$ cat src/rtl/ram_arb_pkg.sv
// Shared types for the RAM arbiter: access FSM states and access owner.
package ram_arb_pkg;

    typedef enum logic [1:0] {
        A_IDLE,
        A_ADDR,
        A_ACCESS,
        A_DONE
    } arb_state_t;

    typedef enum logic {
        OWN_CPU,
        OWN_DSP
    } owner_t;

endpackage

$ cat src/rtl/ram_arb_pick.sv
// Combinational winner select between CPU and display requests.
// ARB_ROUND_ROBIN_EN selects round-robin tie-break, otherwise CPU priority.
module ram_arb_pick
    import ram_arb_pkg::*;
(
    input  logic   cpu_req,
    input  logic   dsp_req,
    input  owner_t last_owner,
    output logic   valid,
    output owner_t winner
);

`ifdef ARB_ROUND_ROBIN_EN
    always_comb begin
        valid  = cpu_req | dsp_req;
        winner = OWN_CPU;
        // on a tie, whoever did not own the previous access goes next
        if (dsp_req && (!cpu_req || last_owner == OWN_CPU)) begin
            winner = OWN_DSP;
        end
    end
`else
    logic unused_last_owner;

    assign unused_last_owner = (last_owner == OWN_DSP);

    always_comb begin
        valid  = cpu_req | dsp_req;
        winner = OWN_CPU;
        if (dsp_req && !cpu_req) begin
            winner = OWN_DSP;
        end
    end
`endif

endmodule

$ cat src/rtl/ram_arbiter.sv
// Two-port arbiter for the external RAM: CPU sequencer and display refresh.
// Build with ARB_ROUND_ROBIN_EN for round-robin ties; default is CPU priority.
module ram_arbiter
    import ram_arb_pkg::*;
#(
    parameter int WORD_W = 8,
    parameter int ADDR_W = 8
) (
    input  logic              clock,
    input  logic              n_reset,
    input  logic              cpu_req,
    input  logic              cpu_we,
    input  logic [ADDR_W-1:0] cpu_addr,
    input  logic [WORD_W-1:0] cpu_wdata,
    output logic              cpu_gnt,
    output logic              cpu_done,
    input  logic              dsp_req,
    input  logic [ADDR_W-1:0] dsp_addr,
    output logic              dsp_gnt,
    output logic              dsp_done,
    output logic [WORD_W-1:0] rdata,
    output logic [ADDR_W-1:0] ram_addr,
    output logic [WORD_W-1:0] ram_wdata,
    input  logic [WORD_W-1:0] ram_rdata,
    output logic              RAM_NCE,
    output logic              RAM_NOE,
    output logic              RAM_NWE,
    output logic              RAM_ADDRCP
);

    arb_state_t state;
    owner_t     owner;
    owner_t     last_owner;
    logic       we;
    logic       pick_valid;
    owner_t     pick_winner;

    ram_arb_pick u_pick (
        .cpu_req    (cpu_req),
        .dsp_req    (dsp_req),
        .last_owner (last_owner),
        .valid      (pick_valid),
        .winner     (pick_winner)
    );

    always_ff @(posedge clock or negedge n_reset) begin
        if (!n_reset) begin
            state      <= A_IDLE;
            owner      <= OWN_CPU;
            last_owner <= OWN_DSP;
            we         <= 1'b0;
            ram_addr   <= '0;
            ram_wdata  <= '0;
            rdata      <= '0;
        end else begin
            unique case (state)
                // A_DONE re-arbitrates so back-to-back accesses take 3 cycles
                A_IDLE, A_DONE: begin
                    if (pick_valid) begin
                        state      <= A_ADDR;
                        owner      <= pick_winner;
                        last_owner <= pick_winner;
                        if (pick_winner == OWN_CPU) begin
                            ram_addr  <= cpu_addr;
                            ram_wdata <= cpu_wdata;
                            we        <= cpu_we;
                        end else begin
                            ram_addr <= dsp_addr;
                            we       <= 1'b0;
                        end
                    end else begin
                        state <= A_IDLE;
                    end
                end
                A_ADDR: begin
                    state <= A_ACCESS;
                end
                A_ACCESS: begin
                    state <= A_DONE;
                    if (!we) begin
                        rdata <= ram_rdata;
                    end
                end
            endcase
        end
    end

    always_comb begin
        RAM_ADDRCP = (state != A_ADDR);
        RAM_NCE    = (state != A_ACCESS);
        RAM_NOE    = !((state == A_ACCESS) && !we);
        RAM_NWE    = !((state == A_ACCESS) && we);
        cpu_gnt    = (state == A_ADDR) && (owner == OWN_CPU);
        dsp_gnt    = (state == A_ADDR) && (owner == OWN_DSP);
        cpu_done   = (state == A_DONE) && (owner == OWN_CPU);
        dsp_done   = (state == A_DONE) && (owner == OWN_DSP);
    end

endmodule

$ cat config.mk
export PLATFORM = sky130hd
export DESIGN_NAME = ram_arbiter
export DESIGN_NICKNAME = d
export VERILOG_FILES = /design/src/rtl/ram_arb_pkg.sv /design/src/rtl/ram_arb_pick.sv /design/src/rtl/ram_arbiter.sv
export SDC_FILE = /design/constraint.sdc
export NUM_CORES = 1
export LEC_CHECK = 0
export ABC_AREA = 1
export CAP_MARGIN = 10
export CORE_ASPECT_RATIO = 1.2
export CORE_MARGIN = 2
export CORE_UTILIZATION = 39
export DETAILED_ROUTE_END_ITERATION = 6
export PLACE_DENSITY = 0.79
export SETUP_SLACK_MARGIN = 0.5
export SYNTH_ARGS = -nofsm -noshare
export SYNTH_HDL_FRONTEND = slang
export SYNTH_SLANG_ARGS = --single-unit
$ cat constraint.sdc
create_clock -name clock -period 1.75 [get_ports clock]
set_clock_uncertainty 0.1 [all_clocks]
set_input_delay 0.175 -clock clock [delete_from_list [all_inputs] [get_ports clock]]
set_output_delay 0.175 -clock clock [all_outputs]
set_load 0.1 [all_outputs]
==> results of run 1 <==
[how the worst max path moves through the flow]
stage                                   from                       to  slack (ns)
after floorplan           state[1]$_DFF_PN0_                  cpu_gnt       -0.15
after global placement    state[0]$_DFF_PN0_                  RAM_NWE        0.26
after detailed placement  state[0]$_DFF_PN0_  ram_addr[6]$_DFFE_PN0P_        0.22
after CTS                 state[0]$_DFF_PN0_                  RAM_NWE        0.13
after global routing      state[0]$_DFF_PN0_                  RAM_NWE        0.08
final                     state[0]$_DFF_PN0_                  RAM_NWE        0.12
[repair_timing]
action                                  CTS  global route
pin swaps                                15             8
endpoints found under the setup margin   35            35
buffers inserted                          2             3
gates cloned                              2             1
gates resized for setup                  46            26
[through the flow]
stage	area, sq um	hold WS (ns)
floorplan	1400	-0.221
global placement	2450	0.417
detailed placement	2450	0.421
CTS	2700	0.174
global route	2830	0.211
finish	2830	0.167
[layer usage]
layer | wire length (um) | up-vias | GRT usage [%]
li1 | - | 676 | -
met1 | 1560 | 648 | 24.2
met2 | 2240 | 62 | 37.9
met3 | 245 | 10 | 4.02
met4 | 101 | 0 | 8.43
met5 | 0 | - | 0
[cell usage in the layout, fill, tap and decap left out]
cell type,instances
nand3_1,19
dfrtp_1,26
clkbuf_8,3
dfrtp_2,2
inv_4,2
inv_8,2
buf_4,4
bufinv_16,1
buf_12,33
inv_1,19
nand2_2,22
clkinvlp_4,3
clkdlybuf4s50_1,36
inv_2,4
buf_2,1
nor2_4,2
ha_4,2
ha_1,2
o21ai_2,1
buf_6,6
nand2_1,39
nand2_4,6
o21ai_1,1
nand3_2,10
nand2_8,4
[cell families after synthesis]
| group | count (synthesis) | share of synthesized area, % |
|---|---|---|
| and+or+nand+nor | 101 | 32.4 |
| buffers and inverters | 33 | 10.0 |
| AOI/OAI and AO/OA | 2 | 0.758 |
| DFF | 28 | 53.0 |
| adders and majority gates | 4 | 3.79 |
[flip-flops by register name, indices dropped and copies added, names as in the netlist]
| signal | cells |
|---|---|
| state | 2 |
| owner | 1 |
| we | 1 |
| ram_addr | 8 |
| rdata | 8 |
| ram_wdata | 8 |
[worst max-delay path: cells and delay by family, from the launching register on]
kind,cells,cell delay (ns)
adders and majority gates,1,0.19
and+or+nand+nor,1,0.04
buffers and inverters,3,0.38
DFF,1,0.46
[area by class of cell]
type | count | area share, %
Clock buffer | 3 | 1.46
Clock inverter | 1 | 1.06
Inverter | 29 | 4.69
Multi-Input combinational cell | 108 | 26.1
Sequential cell | 28 | 24.9
Tap cell | 37 | 1.64
Timing Repair Buffer | 80 | 39.8
Timing Repair inverter | 1 | 0.398
==> flow_summary.ini, run 1 <==
[run_status]
status = complete, no violations

[setup_path]
reg2reg_slack_ns = 0.22
max_stage_delay_ns = 0.46
start_kind = register
crit-reg2reg-capture = rdata[4]$_DFFE_PN0P_
reg2regPathDepth = 8
reg2reg_from = state[0]$_DFF_PN0_
arrival_ns = 1.36
path_cells = inv_2 > ha_4 > buf_6 > nand2_8 > buf_12
critPathCaptureType = primary output
required_ns = 1.47
worst_path_max_delay_cell = dfrtp_2
cp_max_fo = 3
path_class = reg -> out

[floorplanning]
core_area_sq_um = 3280
fp.dieW_um = 57.1
start_util_pct = 40.3
die_h_um = 67.8
die-area_sq_um = 3870
rows = 23
pin_count = 69

[drt]
route.detailed.drc = 0
wire_per_inst_um = 14.4
dr_total_vias = 1396
wl_um = 4140
dr.pass1.iters = 4
vias_per_cell = 4.86
drt_iter0_drc = 33
antenna_left = 0

[final_layout]
area_delta_synth_final_pct = 114
seq_area_sq_um = 703
drive_above_1_share_pct = 43.2
multi_input_area_sq_um = 738
nets = 292
post-route-util_pct = 86.2
fillerInstances = 165
n_antenna_cell = 0
finalNonFillerCells = 287

[clock_tree]
clk_root_buffer_cell = clkbuf_8
clk_pin_slew_worst_paths_ns = 0.10
cts.hold.buffers_added = 0
worstSkewPairLatency_ns = 0.27
cts_buffers = 3
cts_tree = built
cts_sinks = 28
htree_levels = 1
clk_path_buf_depth = 2

[logic_synthesis]
yosysSeqAreaShare_pct = 53.0
synth_edf_count = 0
yosysMostFrequentCell = nand2_1
synth_fp_nets = 209
yosys.area.top_type = dfrtp_1
synth-seq-cells = 28
synth.area.top_cells = dfrtp_1, nand2_1, nand3_1
syn-instance-count = 168
synth_cell_types = 15
synth_commonest_cells = nand2_1, nand3_1, dfrtp_1
synth_area_sq_um = 1320
async_flop_share_pct = 100
yosys_warnings = 0
ys.flop_type = dfrtp_1
synth_top_area_share_pct = 53.0
synth.avg_cell_area_sq_um = 7.86

[sta]
final-max-slew-violation-count = 0
slew-limit-headroom_pct = 75.1
worstMarginPinSlew_ns = 0.374
fmax_mhz = 612
fin_setup_tns_ns = 0
period_minus_slack_ns = 1.63
min_period_over_period_pct = 93.4
rsz0062_at_grt = true
final-hold-violation-count = 0
setup_viol = 0
fin_ws_ns = 0.116

[run]
maxCapViolCount = 0

[place]
placed_cells = 275
dp_slack_ns = 0.224
port_buffers = 68
dp_hpwl_um = 2600
gp_congestion = 0.744

[global_routing]
grt_use_total_pct = 20.9
antenna_found_initial = 0
grt_max_degree = 29
grt_pass1_wl_um = 6240
overflow = 0
grt_pass1_vias = 1382

[hold_path]
hold_class = in -> async
Power of run 1 is not shown: default switching activity piles up to over one toggle a cycle in this logic, so the estimate is an artifact.
==> inputs of run 2 (changes only) <==
Settings changed: CORE_MARGIN 2 to default.
==> run 2 against run 1 <==
Hold slack lost 0.088 ns. Wire length grew 41%. Cell count grew 4.5%. Die area shrank 6.3%. First-iteration DRC count grew 97%. Critical endpoint unchanged. Final area grew 4.2%. Worst setup slack lost 0.11 ns. Core utilization grew 7.7 points.
==> flow_summary.ini, run 2 (synthesized netlist as in run 1, its figures left out) <==
[setup_path]
worst_path_max_delay_cell = dfrtp_2
start_kind = register
arrival_ns = 1.47
crit_family = flip-flops
path_cells = inv_2 > ha_4 > buf_6 > nand2_8 > buf_12
max_stage_delay_ns = 0.48
path_class = reg -> out
critPathBufInv = 3
cp_max_fo = 4
critPathCaptureType = primary output
required_ns = 1.47

[global_routing]
antenna_found_initial = 0
grt_pass1_vias = 1517
grt_max_degree = 29
overflow = 0
grt_pass1_wl_um = 6610
grt_use_total_pct = 25.5

[run_status]
status = complete, no violations

[sta]
setup_viol = 0
worstMarginPinSlew_ns = 0.377
slew-limit-headroom_pct = 74.8
holdWs_ns = 0.0784
period_minus_slack_ns = 1.74
rsz0062_at_grt = true
fin_setup_tns_ns = 0
min_period_over_period_pct = 99.5
fmax_mhz = 574
final-hold-violation-count = 0
final-max-slew-violation-count = 0

[place]
placed_cells = 274
port_buffers = 68
dp_hpwl_um = 2570
gp_congestion = 0.741

[clock_tree]
worstSkewPairLatency_ns = 0.34
htree_levels = 1
clk_pin_slew_worst_paths_ns = 0.17
cts.hold.buffers_added = 0
cts_buffers = 3
cts_sinks = 28
clk_root_buffer_cell = clkbuf_4
clk_path_buf_depth = 2
cts_tree = built

[final_layout]
drive_above_1_share_pct = 49.6
fillerInstances = 87
area_delta_synth_final_pct = 123
nets = 306
mostFrequentLayoutCell = clkdlybuf4s50_1
final_cell_mix = clkdlybuf4s50_1, buf_12, nand2_2
reg.largest.list = ram_addr (8), ram_wdata (8), rdata (8)
n_antenna_cell = 0
finalNonFillerCells = 300
multi_input_area_sq_um = 764
seq_area_sq_um = 708

[drt]
antenna_left = 0
dr.pass1.iters = 4
dr_total_vias = 1616
drt_iter0_drc = 65
route.detailed.drc = 0
wl_um = 5840
wire_per_inst_um = 19.5
vias_per_cell = 5.39

[floorplanning]
fp.dieW_um = 55.1
die_h_um = 65.8
start_util_pct = 42.1
core_area_sq_um = 3140
pin_count = 69
die-area_sq_um = 3630
rows = 22

[run]
maxCapViolCount = 0

[hold_path]
hold_class = in -> async
==> run 2: per-stage QoR <==
stage / util, % / setup WS (ns) / instance area [sq um]
after floorplan: - / -0.153 / 1400
after global placement: 78.2 / 0.255 / 2450
after detailed placement: 78.2 / 0.205 / 2450
after CTS: 85.8 / 0.0567 / 2690
after global routing: 93.8 / -0.0240 / 2940
final: 93.8 / 0.00804 / 2940
==> run 2: path summary, 6_finish.rpt <==
check / start / end / slack [ns] / cells past startpoint
worst max register to register: state[0]$_DFF_PN0_ / ram_addr[6]$_DFFE_PN0P_ / 0.15 / 6
worst min register to register: rdata[2]$_DFFE_PN0P_ / rdata[2]$_DFFE_PN0P_ / 0.46 / 2
min in group clock: ram_rdata[6] / rdata[6]$_DFFE_PN0P_ / 0.28 / 3
max in group asynchronous: n_reset / ram_wdata[2]$_DFFE_PN0P_ / 1.17 / 2
worst min-delay path: n_reset / ram_addr[3]$_DFFE_PN0P_ / 0.08 / 2
worst max-delay path: state[0]$_DFF_PN0_ / RAM_NWE / 0.008 / 5
==> run 2: worst reg2reg max path, stage by stage, from the launching register on <==
cell,delay [ns]
dfrtp_2,0.44
inv_2,0.07
ha_4,0.35
nand2_8,0.12
nand2_8,0.18
nand3_1,0.14
nand2_1,0.14
==> run 2: routing by layer <==
layer	GRT usage, %	vias to the layer above	wire length (um)
met5	0	-	0
met2	43.2	108	3100
met4	10.6	0	225
met1	30.4	782	2150
met3	4.63	24	358
li1	-	702	-
==> run 2: layout make-up <==
class,instances,share of cell area [%]
Clock buffer,4,1.23
Inverter,29,4.55
Multi-Input combinational cell,108,26.0
Sequential cell,28,24.1
Tap cell,36,1.53
Timing Repair Buffer,94,42.3
Timing Repair inverter,1,0.382
==> run 2: timing repair <==
item                       in CTS  in global routing
setup endpoints to repair      36                 60
resized for setup              40                 47
pin swaps                       6                  5
cloned                          3                  0
buffers inserted                5                 14
Power of run 2 is left out for the same reason.
